<file path="config.mk">
export PLATFORM = sky130hd
export DESIGN_NAME = arythm_mac_pipe
export DESIGN_NICKNAME = d
export VERILOG_FILES = /design/src/rtl/arythm_mac_pipe.sv
export SDC_FILE = /design/constraint.sdc
export NUM_CORES = 1
export LEC_CHECK = 0
export ABC_AREA = 1
export CAP_MARGIN = 10
export CORE_MARGIN = 5
export CORE_UTILIZATION = 25
export CTS_CLUSTER_SIZE = 28
export DETAILED_ROUTE_END_ITERATION = 16
export GPL_ROUTABILITY_DRIVEN = 1
export GPL_TIMING_DRIVEN = 0
export PLACE_DENSITY = 0.37
export SYNTH_ARGS = -nofsm -noshare
export SYNTH_HDL_FRONTEND = slang
export SYNTH_SLANG_ARGS = --single-unit
</file>
<file path="constraint.sdc">
create_clock -name clk -period 12.1 [get_ports clk]
set_input_delay 1.21 -clock clk [delete_from_list [all_inputs] [get_ports clk]]
set_output_delay 1.21 -clock clk [all_outputs]
set_load 0.01 [all_outputs]
</file>
<file path="src/rtl/arythm_mac_pipe.sv">
// Three-stage signed fixed-point multiply-add / multiply-accumulate with
// clock-enable stall, valid tracking and saturating output.
module arythm_mac_pipe #(
    parameter int unsigned W     = 12,
    parameter int unsigned FRAC  = 10,
    parameter int unsigned OUT_W = 25,
    parameter int unsigned GUARD = 8
) (
    input  logic                    clk,
    input  logic                    rst,
    input  logic                    ce,
    input  logic                    in_valid,
    input  logic                    mode,
    input  logic                    acc_clr,
    input  logic        [W-1:0]     A,
    input  logic        [W-1:0]     B,
    input  logic        [W-1:0]     C,
    output logic signed [OUT_W-1:0] out,
    output logic                    out_valid,
    output logic                    sat
);

    localparam int unsigned PW    = 2 * W;
    localparam int unsigned CW    = W + FRAC;
    localparam int unsigned ACC_W = OUT_W + GUARD;
    localparam int unsigned HI_W  = ACC_W - OUT_W + 1;

    // Stage 1: registered inputs
    logic         s1_valid_q, s1_mode_q, s1_clr_q;
    logic [W-1:0] s1_a_q, s1_b_q, s1_c_q;

    // Stage 2: product and aligned addend
    logic          s2_valid_q, s2_mode_q, s2_clr_q;
    logic [PW-1:0] s2_p_q, s2_p_d;
    logic [CW-1:0] s2_cal_q, s2_cal_d;

    // Stage 3: accumulator and output registers
    logic [ACC_W-1:0] acc_q, acc_d;
    logic [OUT_W-1:0] out_q, out_d;
    logic             out_valid_q, out_valid_d;
    logic             sat_q, sat_d;

    logic [ACC_W-1:0] p_ext, cal_ext, sum_pc, sum_acc;
    logic [HI_W-1:0]  acc_hi;

    always_comb begin
        s2_p_d   = $signed({{W{s1_a_q[W-1]}}, s1_a_q}) * $signed({{W{s1_b_q[W-1]}}, s1_b_q});
        s2_cal_d = {s1_c_q, {FRAC{1'b0}}};
    end

    always_comb begin
        p_ext   = {{(ACC_W - PW){s2_p_q[PW-1]}}, s2_p_q};
        cal_ext = {{(ACC_W - CW){s2_cal_q[CW-1]}}, s2_cal_q};
        sum_pc  = p_ext + cal_ext;
        sum_acc = acc_q + p_ext;
    end

    // Result stage: bubbles hold out and acc, sat only accompanies a valid result
    always_comb begin
        acc_d       = acc_q;
        out_d       = out_q;
        sat_d       = 1'b0;
        out_valid_d = s2_valid_q;
        acc_hi      = '0;
        if (s2_valid_q) begin
            if (!s2_mode_q) begin
                out_d = sum_pc[OUT_W-1:0];
            end else begin
                acc_d  = s2_clr_q ? sum_pc : sum_acc;
                acc_hi = acc_d[ACC_W-1:OUT_W-1];
                if ((&acc_hi) || !(|acc_hi)) begin
                    out_d = acc_d[OUT_W-1:0];
                end else begin
                    sat_d = 1'b1;
                    out_d = acc_d[ACC_W-1] ? {1'b1, {(OUT_W-1){1'b0}}}
                                           : {1'b0, {(OUT_W-1){1'b1}}};
                end
            end
        end
    end

    always_ff @(posedge clk or posedge rst) begin
        if (rst) begin
            s1_valid_q  <= 1'b0;
            s1_mode_q   <= 1'b0;
            s1_clr_q    <= 1'b0;
            s1_a_q      <= '0;
            s1_b_q      <= '0;
            s1_c_q      <= '0;
            s2_valid_q  <= 1'b0;
            s2_mode_q   <= 1'b0;
            s2_clr_q    <= 1'b0;
            s2_p_q      <= '0;
            s2_cal_q    <= '0;
            acc_q       <= '0;
            out_q       <= '0;
            out_valid_q <= 1'b0;
            sat_q       <= 1'b0;
        end else if (ce) begin
            s1_valid_q  <= in_valid;
            s1_mode_q   <= mode;
            s1_clr_q    <= acc_clr;
            s1_a_q      <= A;
            s1_b_q      <= B;
            s1_c_q      <= C;
            s2_valid_q  <= s1_valid_q;
            s2_mode_q   <= s1_mode_q;
            s2_clr_q    <= s1_clr_q;
            s2_p_q      <= s2_p_d;
            s2_cal_q    <= s2_cal_d;
            acc_q       <= acc_d;
            out_q       <= out_d;
            out_valid_q <= out_valid_d;
            sat_q       <= sat_d;
        end
    end

    assign out       = $signed(out_q);
    assign out_valid = out_valid_q;
    assign sat       = sat_q;

endmodule

</file>
# After elaboration in Yosys (flattened, before gate mapping)
# Cells that the tools add are included.
# word_totals
register_bits	138
out_inout_bits	27
elab_cells	31
# classes
add_sub_neg	2
n_mul	1
n_mux	7
reduce_logical	6
# op_table
op	n
two-way mux 25 bit	3
adder 33 bit	1
two-way mux 33 bit	1
adder 24 x 22 -> 25 bit	1
multiplier 12 x 12 -> 24 bit	1
AND reduction 9 bit	1
OR reduction 9 bit	1
two-way mux 1 bit	3
AND reduction 3 bit	1
AND reduction 2 bit	1
logical NOT 1 bit	1
logical OR 1 bit	1

# Longest topological paths before layout
# depth
depth_word	8
depth_mapped	28

# Worst setup path after synthesis
# No wires, ideal clock.
# synth_path
path_type	register to register
startpoint	register s1_b_q[8]
endpoint	register s2_p_q[22]
setup_ps	82
arrival_time_ps	4973
slack_ps	7045
stages_incl_launch_ff	21
path_buffers	1
period_less_slack_ps	5055
path_cell_list	dfrtp_1 clkbuf_1 nand2_1 fa_1 inv_1 fa_1 inv_1 fa_1 inv_1 fa_1 inv_1 fa_1 inv_1 ha_1 inv_1 nor3_1 nor3b_1 nand4_1 nand3_1 nand2_1 a31oi_1
# synth_between
elab_chain_len	1
# synth_lines
element	line_no	source
from (decl)	30	logic [W-1:0] s1_a_q, s1_b_q, s1_c_q;
from (signal assigned)	88	s1_b_q <= '0;
from (signal assigned)	104	s1_b_q <= B;
multiplier 12 x 12 -> 24 bit	47	s2_p_d = $signed({{W{s1_a_q[W-1]}}, s1_a_q}) * $signed({{W{s1_b_q[W-1]}}, s1_b_q});
to (signal assigned)	109	s2_p_q <= s2_p_d;
to (decl)	34	logic [PW-1:0] s2_p_q, s2_p_d;
# No other way between the ends.
# A chain may end at the register's enable or synchronous reset.

# Worst setup path in the final report
# layout_path
startpoint	register s1_a_q[11]
endpoint	register s2_p_q[22]
# layout_between
elab_chain_len	1
# layout_lines
element	line_no	source
from (decl)	30	
from (signal assigned)	87	s1_a_q <= '0;
from (signal assigned)	103	s1_a_q <= A;
multiplier 12 x 12 -> 24 bit	47	
# No other way between the ends.

==> reports/metrics.cfg <==
[outcome]
status = finished clean

[placed_design]
gp_congestion = 0.825
dp_hpwl_um = 39700
numPortBuffers = 68

[worst_setup_path]
worst_ep_required_time_ns = 12.50
crit_type = reg -> reg
critPathCaptureType = register
worstPathMaxFanout = 10
cp.arrival_ns = 6.33
critPathLaunchType = register

[floorplan]
die_h_um = 250
coreArea_sq_um = 57500
io_pins = 69
dieArea_sq_um = 62700
std_cell_rows = 88
die_w_um = 250
start_util = 0.252

[timing]
holdWs_ns = 0.478
rsz0062_at_grt = false
period_needed_ns = 5.93
fin_crit_sh = 0.490
timing.fmax_mhz = 169
tightest_slew_ns = 0.944
maxSlewViolCount = 0
clock_skew_ns = 0.0166
hold_violations = 0
setup-tns-final_ns = 0
finalSetupViolCount = 0
relSlewSlack = 0.371

[cts]
postCtsSetupBuffers = 0
cts_sinks = 138
cts_buffer_depth = 2
numCtsBuffers = 17
ctsHoldBuffers = 0
cts_root_buf = clkbuf_16
cts_tree = built
htree_levels = 4
path_clk_slew_ns = 0.07
ctsResizeCount = 0
clock_latency_ns = 0.49

[yosys]
synthSimpleGateAreaFrac = 0.271
synth_fa_ha_area_frac = 0.278
synth_xor_xnor_area_share = 0.0200
syn_nets = 2306
synth_area_per_cell_sq_um = 7.13
ys_seq_elements = 138
synth_top_family_by_area = adder cells
syn_area_sq_um = 14500
synth-seq-area-share = 0.239
synth_mux_area_frac = 0.000692
synth_compound_area_frac = 0.0711
synth-edff-count = 0
synth.distinct_cells = 43
ys_warn_count = 0
async_flop_share = 1.00
synth_flop_cell = dfrtp_1
syn-instance-count = 2027

[routing]
ant_nets = 0
drc = 0
route.vias.total = 12460
drt_pass1_iterations = 7
wire_per_inst_um = 16.8
first_iter_violations = 616
drt_wl_total_um = 48500
viasPerCell = 4.31

[finish]
layout_common_cells = nand2_1, inv_1, fa_1
seq_area_sq_um = 3450
area_growth_pct = 16.1
n_antenna_cell = 0
drive_above_1_share = 0.0437
fill_cells = 6430
nNetsFinal = 2394
multi_input_area_sq_um = 9270
final_common_cell = nand2_1

[global_route]
grt_pass1_wl_um = 77100
grt_antenna_before_repair = 0
grt_usage = 0.160
grt-ovfl-total = 0
grt_max_degree = 108
grt_pass1_vias = 13210

[job]
drv_cap = 0

[power_and_ir_drop]
power_density_nw_per_um2 = 301
peakVddDrop_uv = 145
power_leakage_nw = 8.98

[hold_path]
worstHoldPathType = reg -> reg

==> critical path, stage by stage (launching register included) <==
cell and delay [ns]:
dfrtp_1 0.43, clkbuf_1 0.43, nand2_1 0.21, fa_1 0.71, inv_1 0.15, fa_1 0.54, inv_1 0.05, fa_1 0.50
inv_1 0.06, fa_1 0.52, inv_1 0.05, fa_1 0.53, inv_1 0.04, ha_1 0.32, inv_1 0.08, nor3_1 0.29
nor3b_1 0.35, nand4_1 0.22, nand3_1 0.14, nand2_1 0.05, a31oi_1 0.15
==> registers in the layout (all words and copies together) (netlist names) <==
| register | cells |
|---|---|
| sat | 1 |
| s1_mode_q | 1 |
| s1_a_q | 12 |
| out_valid_d | 1 |
| out | 25 |
| acc_q | 33 |
| s1_c_q | 12 |
| s1_b_q | 12 |
| s1_valid_q | 1 |
| s2_cal_q | 12 |
| s2_p_q | 24 |
| s2_clr_q | 1 |
| s2_mode_q | 1 |
| out_valid | 1 |
| s1_clr_q | 1 |
==> stage by stage <==
step	area, sq um	setup WS, ns	util	instances	power [mW]
after floorplan	14500	7.05	-	2027	3.42
after global placement	16100	4.25	0.280	2860	4.50
after detailed placement	16100	6.09	0.281	2861	4.49
after CTS	16800	6.05	0.292	2893	5.14
after global routing	16800	5.65	0.292	2893	5.70
final	16800	6.17	0.292	2893	5.04
==> Yosys cell counts (4+ instances only) <==
cell / number / share of area
nand2_1: 790 / 0.21
inv_1: 387 / 0.10
fa_1: 140 / 0.19
dfrtp_1: 138 / 0.24
o21ai_0: 101 / 0.035
ha_1: 97 / 0.084
nor2_1: 64 / 0.017
a21oi_1: 61 / 0.021
nand3_1: 57 / 0.020
clkbuf_1: 55 / 0.014
xnor2_1: 19 / 0.012
or2_2: 18 / 0.0078
xor2_1: 14 / 0.0085
nor2_2: 10 / 0.0043
a31oi_1: 9 / 0.0039
nand2_2: 9 / 0.0039
a31o_2: 6 / 0.0036
nor3_1: 6 / 0.0021
nand4_1: 5 / 0.0022
buf_6: 4 / 0.0031
==> layer usage <==
layer	track usage	wire, um	share of wire
met1	0.209	22500	0.46
met4	0.0485	1170	0.024
met2	0.272	23400	0.48
met3	0.0260	1380	0.028
met5	0	0	0
==> final cells by class <==
type / instances / area share
clock buffers: 18 / 0.0262
well taps: 765 / 0.0571
inverters: 391 / 0.0879
plain buffers: 63 / 0.0160
multi-input cells: 1435 / 0.552
repair buffers: 69 / 0.0422
flip-flops and latches: 138 / 0.206
clock inverters: 14 / 0.0125
==> final timing paths <==
path	start	to	slack (ns)	cells past startpoint
min in group asynchronous	rst	out_valid$_DFFE_PP0P_	1.08	2
hold / removal	s1_mode_q$_DFFE_PP0P_	s1_mode_q$_DFFE_PP0P_	0.48	2
setup reg to reg	s1_a_q[11]$_DFFE_PP0P_	s2_p_q[22]$_DFFE_PP0P_	6.17	20
hold reg to reg	s1_mode_q$_DFFE_PP0P_	s1_mode_q$_DFFE_PP0P_	0.48	2
max in group asynchronous	rst	acc_q[24]$_DFFE_PP0P_	10.11	3
setup / recovery	s1_a_q[11]$_DFFE_PP0P_	s2_p_q[22]$_DFFE_PP0P_	6.17	20
==> where the power goes <==
part,switching [mW],internal [mW],total [mW]
clock network,0.252,0.355,0.608
registers,0.135,0.617,0.753
logic,2.30,1.38,3.68
==> cells by family (layout without fill, tap and decap cells) <==
group,after synthesis,after routing
AND/OR/NAND/NOR,974,974
buffers and inverters,454,555
adder cells (fa/ha/maj),237,237
AO/OA/AOI/OAI,190,190
flip-flops,138,138
XOR/XNOR,33,33
multiplexers,1,1
Note: power is estimated with default switching activity, not from simulation.
